--- config.mk ---
export PLATFORM = sky130hd
export DESIGN_NAME = cacheline_burst_adapter
export DESIGN_NICKNAME = d
export VERILOG_FILES = /design/src/rtl/cacheline_burst_adapter.sv
export SDC_FILE = /design/constraint.sdc
export NUM_CORES = 1
export LEC_CHECK = 0
export BUFFER_PORTS_ARGS = -buffer_cell sky130_fd_sc_hd__buf_2
export CAP_MARGIN = 10
export CORE_UTILIZATION = 40
export DETAILED_ROUTE_END_ITERATION = 10
export PLACE_DENSITY_LB_ADDON = 0.1
export SLEW_MARGIN = 20
export SYNTH_ARGS = -nofsm -noshare
export SYNTH_HDL_FRONTEND = slang
export SYNTH_SLANG_ARGS = --single-unit
--- constraint.sdc ---
create_clock -name clk -period 54.9 [get_ports clk]
set_input_delay 10.98 -clock clk [delete_from_list [all_inputs] [get_ports clk]]
set_output_delay 10.98 -clock clk [all_outputs]
set_load 0.02 [all_outputs]
--- src/rtl/cacheline_burst_adapter.sv ---
// Cache-line to burst-DRAM adapter: one line request becomes a BEATS-beat read or write burst.
// Optional build macro ADAPTER_RADDR_CHECK_EN enables read-beat address tag checking and adapter_err.
module cacheline_burst_adapter #(
  parameter int ADDR_W = 32,
  parameter int LINE_W = 256,
  parameter int BEAT_W = 64
) (
  input  logic              clk,
  input  logic              rst,
  input  logic [ADDR_W-1:0] dfp_addr,
  input  logic              dfp_read,
  input  logic              dfp_write,
  input  logic [LINE_W-1:0] dfp_wdata,
  output logic [LINE_W-1:0] dfp_rdata,
  output logic              dfp_resp,
  output logic [ADDR_W-1:0] bmem_addr,
  output logic              bmem_read,
  output logic              bmem_write,
  output logic [BEAT_W-1:0] bmem_wdata,
  input  logic              bmem_ready,
  input  logic [ADDR_W-1:0] bmem_raddr,
  input  logic [BEAT_W-1:0] bmem_rdata,
  input  logic              bmem_rvalid,
  output logic              adapter_err
);

  localparam int BEATS = LINE_W / BEAT_W;
  localparam int CNT_W = $clog2(BEATS);
  localparam int OFF_W = $clog2(LINE_W / 8);
  localparam logic [CNT_W-1:0] LAST_BEAT = CNT_W'(BEATS - 1);

  localparam logic [2:0] IDLE     = 3'd0;
  localparam logic [2:0] RD_REQ   = 3'd1;
  localparam logic [2:0] RD_WAIT  = 3'd2;
  localparam logic [2:0] WR_BURST = 3'd3;
  localparam logic [2:0] DONE     = 3'd4;

  logic [2:0]        state;
  logic [CNT_W-1:0]  beat_cnt;
  logic [ADDR_W-1:0] addr_q;
  logic [ADDR_W-1:0] aligned_addr;
  logic [LINE_W-1:0] wline_q;
  logic [LINE_W-1:0] rline_q;
  logic [LINE_W-1:0] rline_next;
  logic              raddr_match;
  logic              beat_take;
  logic              unused_low_addr;

  assign aligned_addr    = {dfp_addr[ADDR_W-1:OFF_W], {OFF_W{1'b0}}};
  assign unused_low_addr = ^dfp_addr[OFF_W-1:0];

`ifdef ADAPTER_RADDR_CHECK_EN
  assign raddr_match = (bmem_raddr == addr_q);
`else
  logic unused_raddr;
  assign unused_raddr = ^bmem_raddr;
  assign raddr_match  = 1'b1;
`endif

  assign beat_take = (state == RD_WAIT) && bmem_rvalid && raddr_match;

  // The final beat is merged combinationally so dfp_rdata can be loaded in the same edge.
  always_comb begin
    // NOTE: default first so every path assigns rline_next and no latch is inferred.
    rline_next = rline_q;
    rline_next[beat_cnt*BEAT_W +: BEAT_W] = bmem_rdata;
  end

  always_ff @(posedge clk) begin
    if (!rst) begin
      state     <= IDLE;
      beat_cnt  <= '0;
      addr_q    <= '0;
      dfp_rdata <= '0;
    end else begin
      // NOTE: non-blocking assignments keep every register update on the same edge snapshot.
      case (state)
        IDLE: begin
          beat_cnt <= '0;
          if (dfp_write) begin
            addr_q <= aligned_addr;
            state  <= WR_BURST;
          end else if (dfp_read) begin
            addr_q <= aligned_addr;
            state  <= RD_REQ;
          end
        end
        RD_REQ: begin
          if (bmem_ready) begin
            beat_cnt <= '0;
            state    <= RD_WAIT;
          end
        end
        RD_WAIT: begin
          if (beat_take) begin
            beat_cnt <= beat_cnt + 1'b1;
            if (beat_cnt == LAST_BEAT) begin
              dfp_rdata <= rline_next;
              state     <= DONE;
            end
          end
        end
        WR_BURST: begin
          if (bmem_ready) begin
            beat_cnt <= beat_cnt + 1'b1;
            if (beat_cnt == LAST_BEAT) state <= DONE;
          end
        end
        DONE:    state <= IDLE;
        default: state <= IDLE;
      endcase
    end
  end

  // NOTE: line buffers are datapath only; outputs are gated by state, so they need no reset.
  always_ff @(posedge clk) begin
    if (state == IDLE && dfp_write) wline_q <= dfp_wdata;
    if (beat_take)                  rline_q <= rline_next;
  end

`ifdef ADAPTER_RADDR_CHECK_EN
  logic bad_beat;
  logic bad_write;
  assign bad_beat  = (state == RD_WAIT) && bmem_rvalid && !raddr_match;
  assign bad_write = dfp_write && ((state == RD_REQ) || (state == RD_WAIT));

  always_ff @(posedge clk) begin
    if (!rst) begin
      adapter_err <= 1'b0;
    end else begin
      if (bad_beat || bad_write) adapter_err <= 1'b1;
      if (bad_beat) $error("read beat tag %h does not match burst address %h", bmem_raddr, addr_q);
    end
  end
`else
  assign adapter_err = 1'b0;
`endif

  assign bmem_read  = (state == RD_REQ);
  assign bmem_write = (state == WR_BURST);
  assign bmem_addr  = (bmem_read || bmem_write) ? addr_q : '0;
  assign bmem_wdata = bmem_write ? wline_q[beat_cnt*BEAT_W +: BEAT_W] : '0;
  assign dfp_resp   = (state == DONE);

endmodule
* Word-level counts from Yosys, hierarchy flattened *
Cells that the tools add are included.

cells by class
  mux-type cells = 16
  equal/unequal tests = 9
  shift-type cells = 3
  reductions and logical operators = 10
  $add $sub $neg = 2

operators with widths
  cell                                                     count
  bitwise mux 256 bit                                      1
  variable shift 64 x 34 -> 256 bit, first input constant  1
  indexed part select 256 x 9 -> 64 bit                    1
  indexed part select 64 x 34 -> 256 bit                   1
  2-to-1 mux 32 bit                                        3
  2-to-1 mux 64 bit                                        1
  negation 8 -> 34 bit                                     1
  2-to-1 mux 3 bit                                         6
  one-hot mux 3 bit (4 select lines)                       1
  one-hot mux 2 bit (4 select lines)                       1
  AND reduction 4 bit                                      2
  == test 3 x 2 -> 1 bit, second input constant            2
  2-to-1 mux 2 bit                                         3
  != test 2 x 1 -> 1 bit, second input constant            2
  nonzero test 4 bit                                       1
  == test 3 x 1 -> 1 bit, second input constant            1
  == test 3 bit, second input constant                     1
  logical NOT 3 bit                                        1
  != test 3 bit, second input constant                     1
  AND reduction 3 bit                                      1
  adder 2 x 1 -> 2 bit, second input constant              1
  == test 2 bit, second input constant                     1
  logical AND 1 bit                                        2
  != test 2 bit, second input constant                     1
  other kinds (3)                                          3

word-level totals
  register bits = 805
  input bits = 390
  output and inout bits = 356
  logic and storage cells = 46

* Depth between registers and ports, before layout *
  depth after elaboration = 4
  depth in mapped cells = 10
  gate-level depth less buffers = 5

* Least setup slack after synthesis *
OpenSTA, ideal clock, no wires.

  path type = input-to-reg
  start point = input port dfp_write
  end point = register wline_q[0], enable pin
  stages on the path = 1
  arrival time = 29179 ps
  setup time = 1239 ps
  setup slack = 24482 ps
  cell sequence = nor3b_1

between the ends
  word-level cells in the longest chain between the ends = 1

ends and longest elaborated chain
  what                  RTL line  source
  from (decl)           12        input logic dfp_write,
  logical AND 1 bit     117       if (state == IDLE && dfp_write) wline_q <= dfp_wdata;
  to (signal assigned)  117
  to (decl)             42        logic [LINE_W-1:0] wline_q;

No other way between the ends.
A chain may end at the register's enable or synchronous reset.

* Final worst setup path *
  start point = register beat_cnt[0]
  end point = output port bmem_wdata[62]

between the ends
  word-level cells in the longest chain between the ends = 2

ends and longest elaborated chain
  what                                   RTL line  source
  from (decl)                            39        logic [CNT_W-1:0] beat_cnt;
  from (signal assigned)                 96        beat_cnt <= beat_cnt + 1'b1;
  from (signal assigned)                 105       beat_cnt <= beat_cnt + 1'b1;
  indexed part select 256 x 9 -> 64 bit  142       assign bmem_wdata = bmem_write ? wline_q[beat_cnt*BEAT_W +: BEAT_W] : '0;
  2-to-1 mux 64 bit                      142
  to (decl)                              19        output logic [BEAT_W-1:0] bmem_wdata,

No other way between the ends.

==> results.txt <==
DRC viols = 0
Die area = 0.08388 mm2
Reg clk slew, reported paths = 0.06 ns
Total negative slack = 0 ns
Vias per cell = 5.548
CP top delay family = buffers and inverters
Flop and latch count out of synthesis = 800
Leak = 15.42 nW
Cts bufs inserted = 89
Drt total wl = 102800 um
Final Max Slew Viols = 0
Slew HR = 0.2729
Initial DRC count = 1695
Gr ovfl total = 0
Peak supply drop = 0.03667 mV
Gate Count Post-Synth = 2681
Area growth, synth to finish = 20.57%
Pre-Repair DR Iteration Count = 7
Mean Syn Cell Area = 12.34 um2
Count of clock tree sinks = 800
CP max stage delay = 0.84 ns
FP Rows = 105
Detailed-route via count = 24520
Core ar. = 0.08198 mm2
Gpl congestion = 0.8453
Inst Count DP = 4234
Pin slew with the least headroom to its limit = 1.091 ns
Largest net degree at the start of global routing = 177
Clock Skew = 0.03936 ns
Total chip power = 1.454 mW
Tmin final = 14.23 ns
Buf+Inv Stages, Crit Path = 2
HPWL Detailed = 65150 um
Post-Syn Area = 0.03309 mm2
Max Clk Rate = 70.29 MHz
Number of global-route vias before repair = 23920
Layout cell share with drive strength beyond 1 = 0.2856
Period utilisation layout = 0.2591
Remaining antenna violation count = 0
Initial antenna violation count = 37
Yosys warns = 0
Root Driver = clkbuf_16
Reg area = 0.02115 mm2
Clock latency on the worst-skew pair = 0.66 ns
Initial Util = 0.4037
CTS resizes = 0
Worst Path Max Fanout = 47
Final hold vios = 0
Hold WS = 0.4710 ns
Hold-fix buffers at CTS = 0
Tot GR Track Use = 0.2333
Setup crit end kind = output pin
Post-Layout Cell Count = 4420
Hold Crit Class = register to register
Slowest cell on the critical path = buf_4
Worst hold start = addr_q[13]
Post-CTS Setup Bufs = 0
CTS tree = done
Final net count = 3651
H-tree depth = 3
CP Cell Sequence = buf_4 -> mux4_2 -> and3_1 -> buf_2
Filler cell count = 7555
First-pass GRT wire length = 149200 um
Synth unique cells = 38
IO buf count = 702
Worst setup SP type = register
I/O pin count = 746
Final setup fails = 0
Seq/Total Area, Yosys = 0.6388
Status = finished, final reports clean
Worst EP arrival = 3.25 ns
Critical R2R Launch = state[1]
CTS max path bufs = 3
Area occupied by multi-input gates = 0.01061 mm2
CP required = 43.92 ns
RSZ-0062 raised after global routing = false
DIE HEIGHT = 289.6 um
Max cap viols = 0
PwrDens = 36.44 mW/mm2
DR WL/cell = 23.26 um
CP Class = register to output pin
Die width = 289.6 um
Crit. Startpoint = beat_cnt[0]
## final cells by class
| class | count | area share |
|---|---|---|
| Sequential cell | 800 | 0.5301 |
| Multi-Input combinational cell | 1629 | 0.2660 |
| Timing Repair Buffer | 731 | 0.09414 |
| Clock buffer | 126 | 0.06181 |
| Tap cell | 1070 | 0.03355 |
| Clock inverter | 40 | 0.01267 |
| Antenna cell | 20 | 0.001254 |
| Inverter | 4 | 0.0005645 |
## tightest hold or removal path, cell delays in order (launching register included)
cell and delay [ns]:
dfxtp_1 0.30, o21ai_0 0.06, a21oi_1 0.06
## synthesized netlist by cell type (all sizes together)
cell type | instances | area, um2
a21oi | 285 | 1426
a311oi | 257 | 2282
and2 | 29 | 181.4
and3 | 65 | 406.6
and3b | 1 | 8.760
and4 | 1 | 8.760
buf | 113 | 924.6
clkbuf | 140 | 525.5
clkinv | 1 | 3.750
conb | 1 | 3.750
dfxtp | 288 | 5766
edfxtp | 512 | 15370
ha | 6 | 75.07
inv | 3 | 11.26
mux2 | 1 | 11.26
mux4 | 64 | 1441
nand2 | 322 | 1209
nand2b | 258 | 1614
nand3 | 221 | 1106
nand3b | 1 | 7.510
nor2 | 3 | 11.26
nor2b | 69 | 431.7
nor3b | 4 | 35.03
nor4bb | 2 | 35.03
o2111ai | 1 | 8.760
o21ai | 27 | 135.1
o21ba | 1 | 10.01
o21bai | 1 | 7.510
o31ai | 2 | 15.01
o32ai | 1 | 8.760
or2 | 1 | 6.260
## stage by stage
stage	worst slack, ns	utilization	cell area, um2
floorplan	24.48	-	33110
global placement	40.11	0.4498	36870
detailed placement	40.07	0.4498	36880
CTS	40.52	0.4861	39850
global route	40.39	0.4865	39880
finish	40.67	0.4867	39900
## state kept, by name, indices dropped and copies added (netlist names)
register	count
addr_q	27
beat_cnt	2
dfp_rdata	256
rline_q	256
state	3
wline_q	256
## path summary, 6_finish.rpt
path | depth (start not counted) | endpoint | slack (ns)
worst min-delay path | 2 | addr_q[13] | 0.47
worst min register to register | 2 | addr_q[13] | 0.47
worst max-delay path | 4 | bmem_wdata[62] | 40.67
worst max register to register | 6 | dfp_rdata[41] | 50.34
## cells by family after synthesis
kind of cell    count (synthesis)  share of synthesized area
flops                         800                     0.6388
other cells                     1                  0.0001133
fa+ha+maj                       6                   0.002269
compound gates                575                     0.1177
simple gates                  977                     0.1529
mux                            65                    0.04390
buf+inv                       257                    0.04428
## where the power goes
part | switching [mW] | leakage [nW] | internal, mW | total [mW]
clock network | 0.249 | 1.46 | 0.358 | 0.607
logic | 0.0982 | 6.89 | 0.0470 | 0.145
registers | 0.0121 | 7.08 | 0.689 | 0.702
total | 0.360 | 15.4 | 1.09 | 1.45
## layer usage
| layer | track usage | vias to the layer above | wire length, um |
|---|---|---|---|
| met5 | 0 | - | 135 |
| met4 | 0.08010 | 22 | 3415 |
| met3 | 0.07080 | 197 | 8398 |
| met2 | 0.3816 | 899 | 49660 |
| met1 | 0.2931 | 12160 | 41190 |
| li1 | - | 11250 | - |
## cell usage in the layout, fill, tap and decap left out, types with 6 or more instances in the layout
| cell | instances |
|---|---|
| a21oi_1 | 285 |
| a311oi_1 | 252 |
| and2_1 | 27 |
| and3_1 | 65 |
| buf_2 | 702 |
| buf_4 | 27 |
| bufinv_16 | 9 |
| clkbuf_1 | 27 |
| clkbuf_16 | 89 |
| clkbuf_8 | 10 |
| clkinv_1 | 9 |
| clkinv_2 | 15 |
| conb_1 | 6 |
| dfxtp_1 | 285 |
| diode_2 | 20 |
| edfxtp_1 | 512 |
| mux4_2 | 64 |
| nand2_1 | 322 |
| nand2b_1 | 258 |
| nand3_1 | 221 |
| nor2b_1 | 67 |
| o21ai_0 | 21 |
| o21ai_1 | 6 |
Power figures use the tool's default switching activity.
